## config.mk

```make
export PLATFORM = sky130hd
export DESIGN_NAME = instr_decode_stage
export DESIGN_NICKNAME = d
export VERILOG_FILES = /design/src/rtl/instr_decode_stage.sv
export SDC_FILE = /design/constraint.sdc
export NUM_CORES = 1
export LEC_CHECK = 0
export CAP_MARGIN = 15
export CORE_ASPECT_RATIO = 1.75
export CORE_MARGIN = 5
export CORE_UTILIZATION = 30
export CTS_BUF_LIST = sky130_fd_sc_hd__clkbuf_4 sky130_fd_sc_hd__clkbuf_8
export CTS_CLUSTER_DIAMETER = 100
export CTS_CLUSTER_SIZE = 20
export DETAILED_ROUTE_END_ITERATION = 7
export PLACE_DENSITY = 0.54
export SYNTH_ARGS = -nofsm -noshare
export SYNTH_HDL_FRONTEND = slang
export SYNTH_SLANG_ARGS = --single-unit
```

## constraint.sdc

```tcl
create_clock -name clk -period 2.37 [get_ports clk]
set_input_delay 0.711 -clock clk [delete_from_list [all_inputs] [get_ports clk]]
set_output_delay 0.711 -clock clk [all_outputs]
set_load 0.02 [all_outputs]
```

## src/rtl/instr_decode_stage.sv

```systemverilog
// Instruction-field decode stage with a two-entry skid buffer between fetch and execute.
// The stage emits registered decoded fields, a fully extended immediate and a count of output handshakes.
module instr_decode_stage #(
  parameter int CNT_W = 16
) (
  input  logic             clk,
  input  logic             reset,
  input  logic             flush,
  input  logic             in_valid,
  output logic             in_ready,
  input  logic [31:0]      in_instr,
  output logic             out_valid,
  input  logic             out_ready,
  output logic [5:0]       out_opcode,
  output logic [1:0]       out_type,
  output logic [4:0]       out_rs1,
  output logic [4:0]       out_rd,
  output logic [31:0]      out_imm,
  output logic [CNT_W-1:0] dec_count
);

  typedef struct packed {
    logic [5:0]  opcode;
    logic [1:0]  itype;
    logic [4:0]  rs1;
    logic [4:0]  rd;
    logic [31:0] imm;
  } fields_t;

  // EMPTY: nothing held; ONE: output register full; TWO: output and skid full.
  typedef enum logic [1:0] {
    ST_EMPTY = 2'd0,
    ST_ONE   = 2'd1,
    ST_TWO   = 2'd2
  } state_t;

  function automatic fields_t decode(input logic [31:0] w);
    fields_t     f;
    logic [13:0] imm;
    imm      = w[13:0];
    f.opcode = w[31:26];
    f.itype  = w[25:24];
    f.rs1    = w[23:19];
    f.rd     = w[18:14];
    case (w[25:24])
      2'b00:   f.imm = {27'b0, imm[8:4]};
      2'b01:   f.imm = w[26] ? {18'b0, imm} : {{18{imm[13]}}, imm};
      2'b10:   f.imm = {{8{w[23]}}, w[23:0]};
      default: f.imm = {{18{imm[13]}}, imm};
    endcase
    return f;
  endfunction

  state_t          state_q, state_d;
  fields_t         out_q, out_d;
  fields_t         skid_q, skid_d;
  logic [CNT_W-1:0] cnt_q, cnt_d;
  fields_t         dec_w;
  logic            accept, drain;

  assign dec_w  = decode(in_instr);
  assign accept = in_valid && in_ready;
  assign drain  = out_valid && out_ready;

  always_ff @(posedge clk) begin
    if (reset) begin
      state_q <= ST_EMPTY;
      out_q   <= '0;
      skid_q  <= '0;
      cnt_q   <= '0;
    end else begin
      state_q <= state_d;
      out_q   <= out_d;
      skid_q  <= skid_d;
      cnt_q   <= cnt_d;
    end
  end

  always_comb begin
    state_d = state_q;
    if (flush) begin
      state_d = ST_EMPTY;
    end else begin
      case (state_q)
        ST_EMPTY: if (accept) state_d = ST_ONE;
        ST_ONE: begin
          if (accept && !drain)      state_d = ST_TWO;
          else if (!accept && drain) state_d = ST_EMPTY;
        end
        ST_TWO:   if (drain) state_d = ST_ONE;
        default:  state_d = ST_EMPTY;
      endcase
    end
  end

  // Datapath follows the same transitions; a flush leaves stale contents behind invalid flags.
  always_comb begin
    out_d  = out_q;
    skid_d = skid_q;
    cnt_d  = cnt_q + {{(CNT_W-1){1'b0}}, drain};
    if (!flush) begin
      case (state_q)
        ST_EMPTY: if (accept) out_d = dec_w;
        ST_ONE: begin
          if (accept && drain) out_d  = dec_w;
          else if (accept)     skid_d = dec_w;
        end
        ST_TWO:   if (drain) out_d = skid_q;
        default:  out_d = out_q;
      endcase
    end
  end

  always_comb begin
    out_valid  = (state_q != ST_EMPTY);
    in_ready   = (state_q != ST_TWO);
    out_opcode = out_q.opcode;
    out_type   = out_q.itype;
    out_rs1    = out_q.rs1;
    out_rd     = out_q.rd;
    out_imm    = out_q.imm;
    dec_count  = cnt_q;
  end

endmodule
```

==> results of run 1 <==
## power by group through the flow
| stage | combinational [mW] | clock, mW | sequential [mW] |
|---|---|---|---|
| 6_report | 0.579 | 1.01 | 1.82 |
| 5_1_grt | 0.628 | 1.11 | 1.83 |
| 4_1_cts | 0.587 | 1.05 | 1.82 |
| 3_5_place_dp | 0.585 | 0 | 1.86 |
| 3_3_place_gp | 0.579 | 0 | 1.86 |
| 2_1_floorplan | 0.223 | 0 | 1.92 |
## metrics by stage
stage               area [sq um]  worst slack [ps]  std cells
floorplan                   4400               399        543
global placement            5810              -314        814
detailed placement          5810              -280        814
CTS                         5980              40.4        829
global route                5980              16.2        829
finish                      5980              62.8        829
## layout by cell type, fill, tap and decap left out, types with 4 or more instances in the layout
master,instances
xor2_1,5
a311oi_1,32
nand3_1,22
nor3_1,11
nor4_1,4
o32ai_2,4
nand4_1,5
nor2_1,68
nand2_1,124
o22ai_1,5
a31o_2,5
clkbuf_8,10
a21oi_1,32
buf_4,33
dfxtp_1,101
buf_12,7
or3_1,5
clkdlybuf4s50_1,102
a211oi_1,20
o32ai_1,6
## state kept, by name, indices dropped and copies added, names as in the netlist
signal	cells
dec_count	16
out_imm	24
out_opcode	6
out_rd	5
out_rs1	5
out_type	2
skid_q	42
state_q	2
## repair_timing
| action | 4_1_cts | 5_1_grt |
|---|---|---|
| endpoints found under the setup margin | 2 | 0 |
| gates resized for setup | 2 | 0 |
| endpoints found under the hold margin | 0 | 0 |
## metal layers
layer	vias to the layer above	global-route usage
met4	0	0.0573
met2	96	0.290
li1	2095	-
met5	-	0
met1	1971	0.168
met3	13	0.0340
## cell usage after synthesis (5+ instances only)
cell type | count | area (sq um)
nor2_1 | 68 | 255
a311oi_1 | 32 | 280
xor2_1 | 5 | 43.8
buf_2 | 12 | 60.1
a211oi_1 | 20 | 150
nand2_1 | 124 | 465
a21oi_1 | 32 | 160
o22ai_1 | 5 | 31.3
nand4_1 | 5 | 31.3
clkbuf_1 | 30 | 113
a31o_2 | 5 | 43.8
o32ai_1 | 6 | 52.6
or3_1 | 5 | 31.3
nor3_1 | 12 | 60.1
nand3_1 | 22 | 110
buf_4 | 8 | 60.1
dfxtp_1 | 102 | 2040
## critical path: cells and delay by family (launching register included)
family                 cells  cell delay (ps)
buffers and inverters      1              540
DFF                        1              390
and+or+nand+nor            1              320
## worst max-delay path by stage
stage,start,endpoint,slack [ps],cells past startpoint
2_1_floorplan,out_ready,dec_count[14]$_SDFF_PP0_,400,8
3_5_place_dp,out_ready,dec_count[13]$_SDFF_PP0_,-280,7
6_report,state_q[0]$_SDFFE_PP0P_,out_valid,60,2
3_3_place_gp,out_ready,dec_count[13]$_SDFF_PP0_,-310,7
4_1_cts,state_q[0]$_SDFFE_PP0P_,out_valid,40,2
5_1_grt,state_q[0]$_SDFFE_PP0P_,out_valid,20,2
## cells by family (layout without fill, tap and decap cells)
family	count (synthesis)	after routing
compound gates	114	114
fa+ha+maj	2	2
buf+inv	58	164
xor+xnor	8	8
mux	2	2
simple gates	257	257
flops	102	102
## area by class of cell
cell class	count	share of cell area
Multi-Input combinational cell	383	0.350
Inverter	5	0.00314
Clock buffer	12	0.0255
Timing Repair Buffer	144	0.238
Tap cell	180	0.0377
Clock inverter	3	0.00356
Sequential cell	102	0.342
==> impl_metrics.toml, run 1 <==
[run_status]
status = "finished clean"

[synth]
synthXorXnorAreaFrac = 0.0159
synth_nets = 582
seq_area_frac_synth = 0.464
yosysWarnings = 0
synth_area_sq_um = 4400
dominantRegCellSynth = "dfxtp_1"
synth.mux.area_fraction = 0.00483
synthSimpleGateAreaFrac = 0.248
synth.distinct_cells = 44
synthAdderAreaFrac = 0.00568
ys_seq_elements = 102
synth_cells = 543
synth_top_family_by_area = "simple AND/OR/NAND/NOR gates"
synth-edff-count = 0
synth-compound-area-share = 0.199
avgSynthCellArea_sq_um = 8.11
synthArstFlopShare = 0

[detailed_routing]
drc = 0
dr.pass1.iters = 4
wl_met1_um = 5160
drtIter0Drc = 166
wl_met2_um = 7070
vias = 4175
wl_met3_um = 676
avgRoutedWirePerCell_um = 15.9
top_layer_used = "met4"
antenna_left = 0
vias_per_cell = 5.04
routed_wl_um = 13200

[critical_path]
arrival_ps = 1600
reg2reg_from = "state_q[1]$_SDFFE_PP0P_"
cp_max_fo = 7
r2r_cells = 7
cpMaxStageDelayCell = "clkdlybuf4s50_1"
worst_ep_required_time_ps = 1660
critPathMaxStageDelay_ps = 540
crit_chain = "or2_2, clkdlybuf4s50_1"
path_class = "reg2out"
end_kind = "output pin"
timing.rr.end = "dec_count[13]$_SDFF_PP0_"
rrSetupSlack_ps = 370
start_kind = "flop"

[floorplan]
die_x_um = 102
core_area_sq_um = 14400
rows = 58
die-area_sq_um = 17300
io_pins = 105
initial_utilization = 0.306
dieHeight_um = 170

[layout]
nets = 684
drive_above_1_share = 0.114
register_area_sq_um = 2040
multi_input_area_sq_um = 2100
finish.utilization = 0.416
insertedDiodeCount = 0
n_fill_cell = 1486
syn2layout_area_growth_pct = 35.8

[hold_path]
worstHoldPathCells = 2
hold_path_end = "skid_q[36]$_SDFFE_PP0P_"
worstHoldPathType = "reg2reg"
hold_start = "skid_q[36]$_SDFFE_PP0P_"

[grt]
overflow = 0
antenna_found_initial = 0
grt_pass1_wl_um = 21400
track_usage = 0.156
first_global_vias = 4361
grt_max_degree = 88

[clock_network]
cts-root-buf = "clkbuf_8"
cts.htree.levels = 3
cts.sinks = 102
path_clk_slew_ps = 100
post_cts_buffers = 0
cts_max_path_buffers = 2
numCtsBuffers = 9
clkLatencyLatePin_ps = 360
hold_buffers = 0
cts_tree = "yes"

[timing]
whs_ps = 459
slew_headroom = 0.634
slew_viol_final = 0
tightest_slew_ps = 549
rsz0062_at_grt = "false"
fin_worst_skew_ps = 12.4
min_period_ps = 2310
fin_setup_tns_ps = 0
finalCritPeriodShare = 0.973
finalSetupViolations = 0
hold_viol = 0
timing.fmax_mhz = 433

[place]
portBuffers = 104
dpl.hpwl_um = 9480
gp_congestion = 0.804

[power]
peakVddDrop_mv = 0.227
power.total_mw = 3.41
leakage_nw = 2.09
sw_frac_of_total = 0.271
p_int_mw = 2.49
p_seq_frac = 0.533
powerDensity_nw_per_um2 = 571
combPwrFrac = 0.170
clockPowerShare = 0.297
p_sw_mw = 0.925

[flow_run]
max_cap_viol_count = 0
No activity file was read; power rests on OpenSTA's default activity.
==> run 2, diff against run 1 <==
CTS_CLUSTER_SIZE = 30   (was 20)
PLACE_DENSITY = default   (was 0.54)
clock period = 2.47 ns   (was 2.37 ns; I/O delays follow)
==> run 2 against run 1 <==
Effect of this change:
- cell area is 1.4% lower
- worst hold slack got worse by 0.63 ps
- sequential power shrank 4%
- register-to-register slack better by 360 ps
- core utilization is 0.57 points lower
- count of clock-buffer cells in the layout is 1 higher
- final cell count down 1.6%
- non-clock buffer count decreased by 12
- power shrank 1.2%
- die area unchanged
- via count decreased by 0.46%
- largest power group unchanged
- highest routed layer unchanged
==> impl_metrics.toml, run 2 (synthesized netlist as in run 1, its figures left out) <==
[layout]
syn2layout_area_growth_pct = 33.9
fin_cells = 816
n_fill_cell = 1476
largest_register_ffs = 42
multi_input_area_sq_um = 2090
mostFrequentLayoutCells = "124 x nand2_1, 103 x clkdlybuf4s50_1, 100 x dfxtp_1, 68 x nor2_1"
insertedDiodeCount = 0
fin_area_sq_um = 5900
register_area_sq_um = 2040
nets = 672
drive_above_1_share = 0.0975
layout_commonest_cell = "nand2_1"
top_register = "skid_q"
finish.utilization = 0.410

[floorplan]
die_x_um = 102
core_area_sq_um = 14400
dieHeight_um = 170
io_pins = 105
die-area_sq_um = 17300
rows = 58
initial_utilization = 0.306

[clock_network]
cts.htree.levels = 3
post_cts_buffers = 0
numCtsBuffers = 9
hold_buffers = 0
cts_tree = "yes"
cts-root-buf = "clkbuf_8"
path_clk_slew_ps = 80
cts.sinks = 102
clkLatencyLatePin_ps = 370
cts_max_path_buffers = 2

[critical_path]
path_class = "reg2out"
endpoint = "out_valid"
cp_max_fo = 7
timing.rr.end = "dec_count[13]$_SDFF_PP0_"
crit_path_start = "state_q[0]$_SDFFE_PP0P_"
r2r_cells = 6
end_kind = "output pin"
rrSetupSlack_ps = 730
path_delay_family = "buffers and inverters"
crit_chain = "or2_2, clkdlybuf4s50_1"
worst-path-buf-inv = 1
cpMaxStageDelayCell = "clkdlybuf4s50_1"
reg2reg_from = "state_q[0]$_SDFFE_PP0P_"
critPathMaxStageDelay_ps = 540
arrival_ps = 1610
start_kind = "flop"
crit_cells = 2
worst_ep_required_time_ps = 1730

[grt]
grt-busiest-layer = "met2"
use_met3 = 0.0332
grt_max_degree = 59
grtUsageMet1 = 0.164
track_usage = 0.152
grt_pass1_wl_um = 20900
antenna_found_initial = 0
met2_usage = 0.275
first_global_vias = 4157
overflow = 0

[place]
dpl.hpwl_um = 9250
dp_slack_ps = -117
gp_congestion = 0.813
portBuffers = 104
dpl-instance-area_sq_um = 5700
placedCellCount = 802

[detailed_routing]
drtIter0Drc = 198
vias = 4156
drc = 0
dr.pass1.iters = 4
antenna_left = 0
vias_per_cell = 5.09
avgRoutedWirePerCell_um = 15.8
routed_wl_um = 12900

[flow_run]
max_cap_viol_count = 0

[power]
peakVddDrop_mv = 0.247
power.total_mw = 3.37
leakage_nw = 2.04
powerDensity_nw_per_um2 = 572

[timing]
timing.fmax_mhz = 425
rsz0062_at_grt = "false"
hold_viol = 0
min_period_ps = 2350
layout_setup_ws_ps = 116
fin_worst_skew_ps = 8.64
finalSetupViolations = 0
finalCritPeriodShare = 0.953
slew_viol_final = 0
fin_setup_tns_ps = 0
slew_headroom = 0.650
whs_ps = 459
tightest_slew_ps = 525

[hold_path]
worstHoldPathType = "reg2reg"

[run_status]
status = "finished clean"
run 2: worst min path at each step:
stage                               to  cells after the start                     from  slack, ps
2_1_floorplan  skid_q[10]$_SDFFE_PP0P_                      2  skid_q[10]$_SDFFE_PP0P_        440
3_3_place_gp    skid_q[5]$_SDFFE_PP0P_                      2   skid_q[5]$_SDFFE_PP0P_        440
3_5_place_dp   skid_q[34]$_SDFFE_PP0P_                      2  skid_q[34]$_SDFFE_PP0P_        450
4_1_cts         skid_q[9]$_SDFFE_PP0P_                      2   skid_q[9]$_SDFFE_PP0P_        460
5_1_grt         skid_q[8]$_SDFFE_PP0P_                      2   skid_q[8]$_SDFFE_PP0P_        480
6_report        skid_q[9]$_SDFFE_PP0P_                      2   skid_q[9]$_SDFFE_PP0P_        460
run 2: worst register-to-register path, cell delays in order (launching register included):
cell and delay (ps):
dfxtp_2 430, or2_2 160, and2_1 130, ha_1 140, nand3_1 150, nor4_1 290
mux2_2 360
run 2: layout make-up:
| class | instances | share of cell area |
|---|---|---|
| Tap cell | 180 | 0.0382 |
| Clock inverter | 1 | 0.00509 |
| Timing Repair Buffer | 132 | 0.224 |
| Multi-Input combinational cell | 383 | 0.355 |
| Inverter | 5 | 0.00318 |
| Sequential cell | 102 | 0.347 |
| Clock buffer | 13 | 0.0282 |
run 2: what timing repair did:
item,4_1_cts,5_1_grt
endpoints found under the hold margin,0,0
endpoints found under the setup margin,1,1
resized for setup,1,1
run 2: metal layers:
layer	vias to the layer above	routed length, um
li1	2071	-
met1	1950	4920
met2	107	6870
met3	28	625
met4	0	494
met5	-	0
run 2: power breakdown:
part	leakage (nW)	switching (mW)	internal, mW	total (mW)
Sequential	0.831	0.0401	1.71	1.75
Clock	0.102	0.544	0.537	1.08
Combinational	1.11	0.287	0.258	0.545
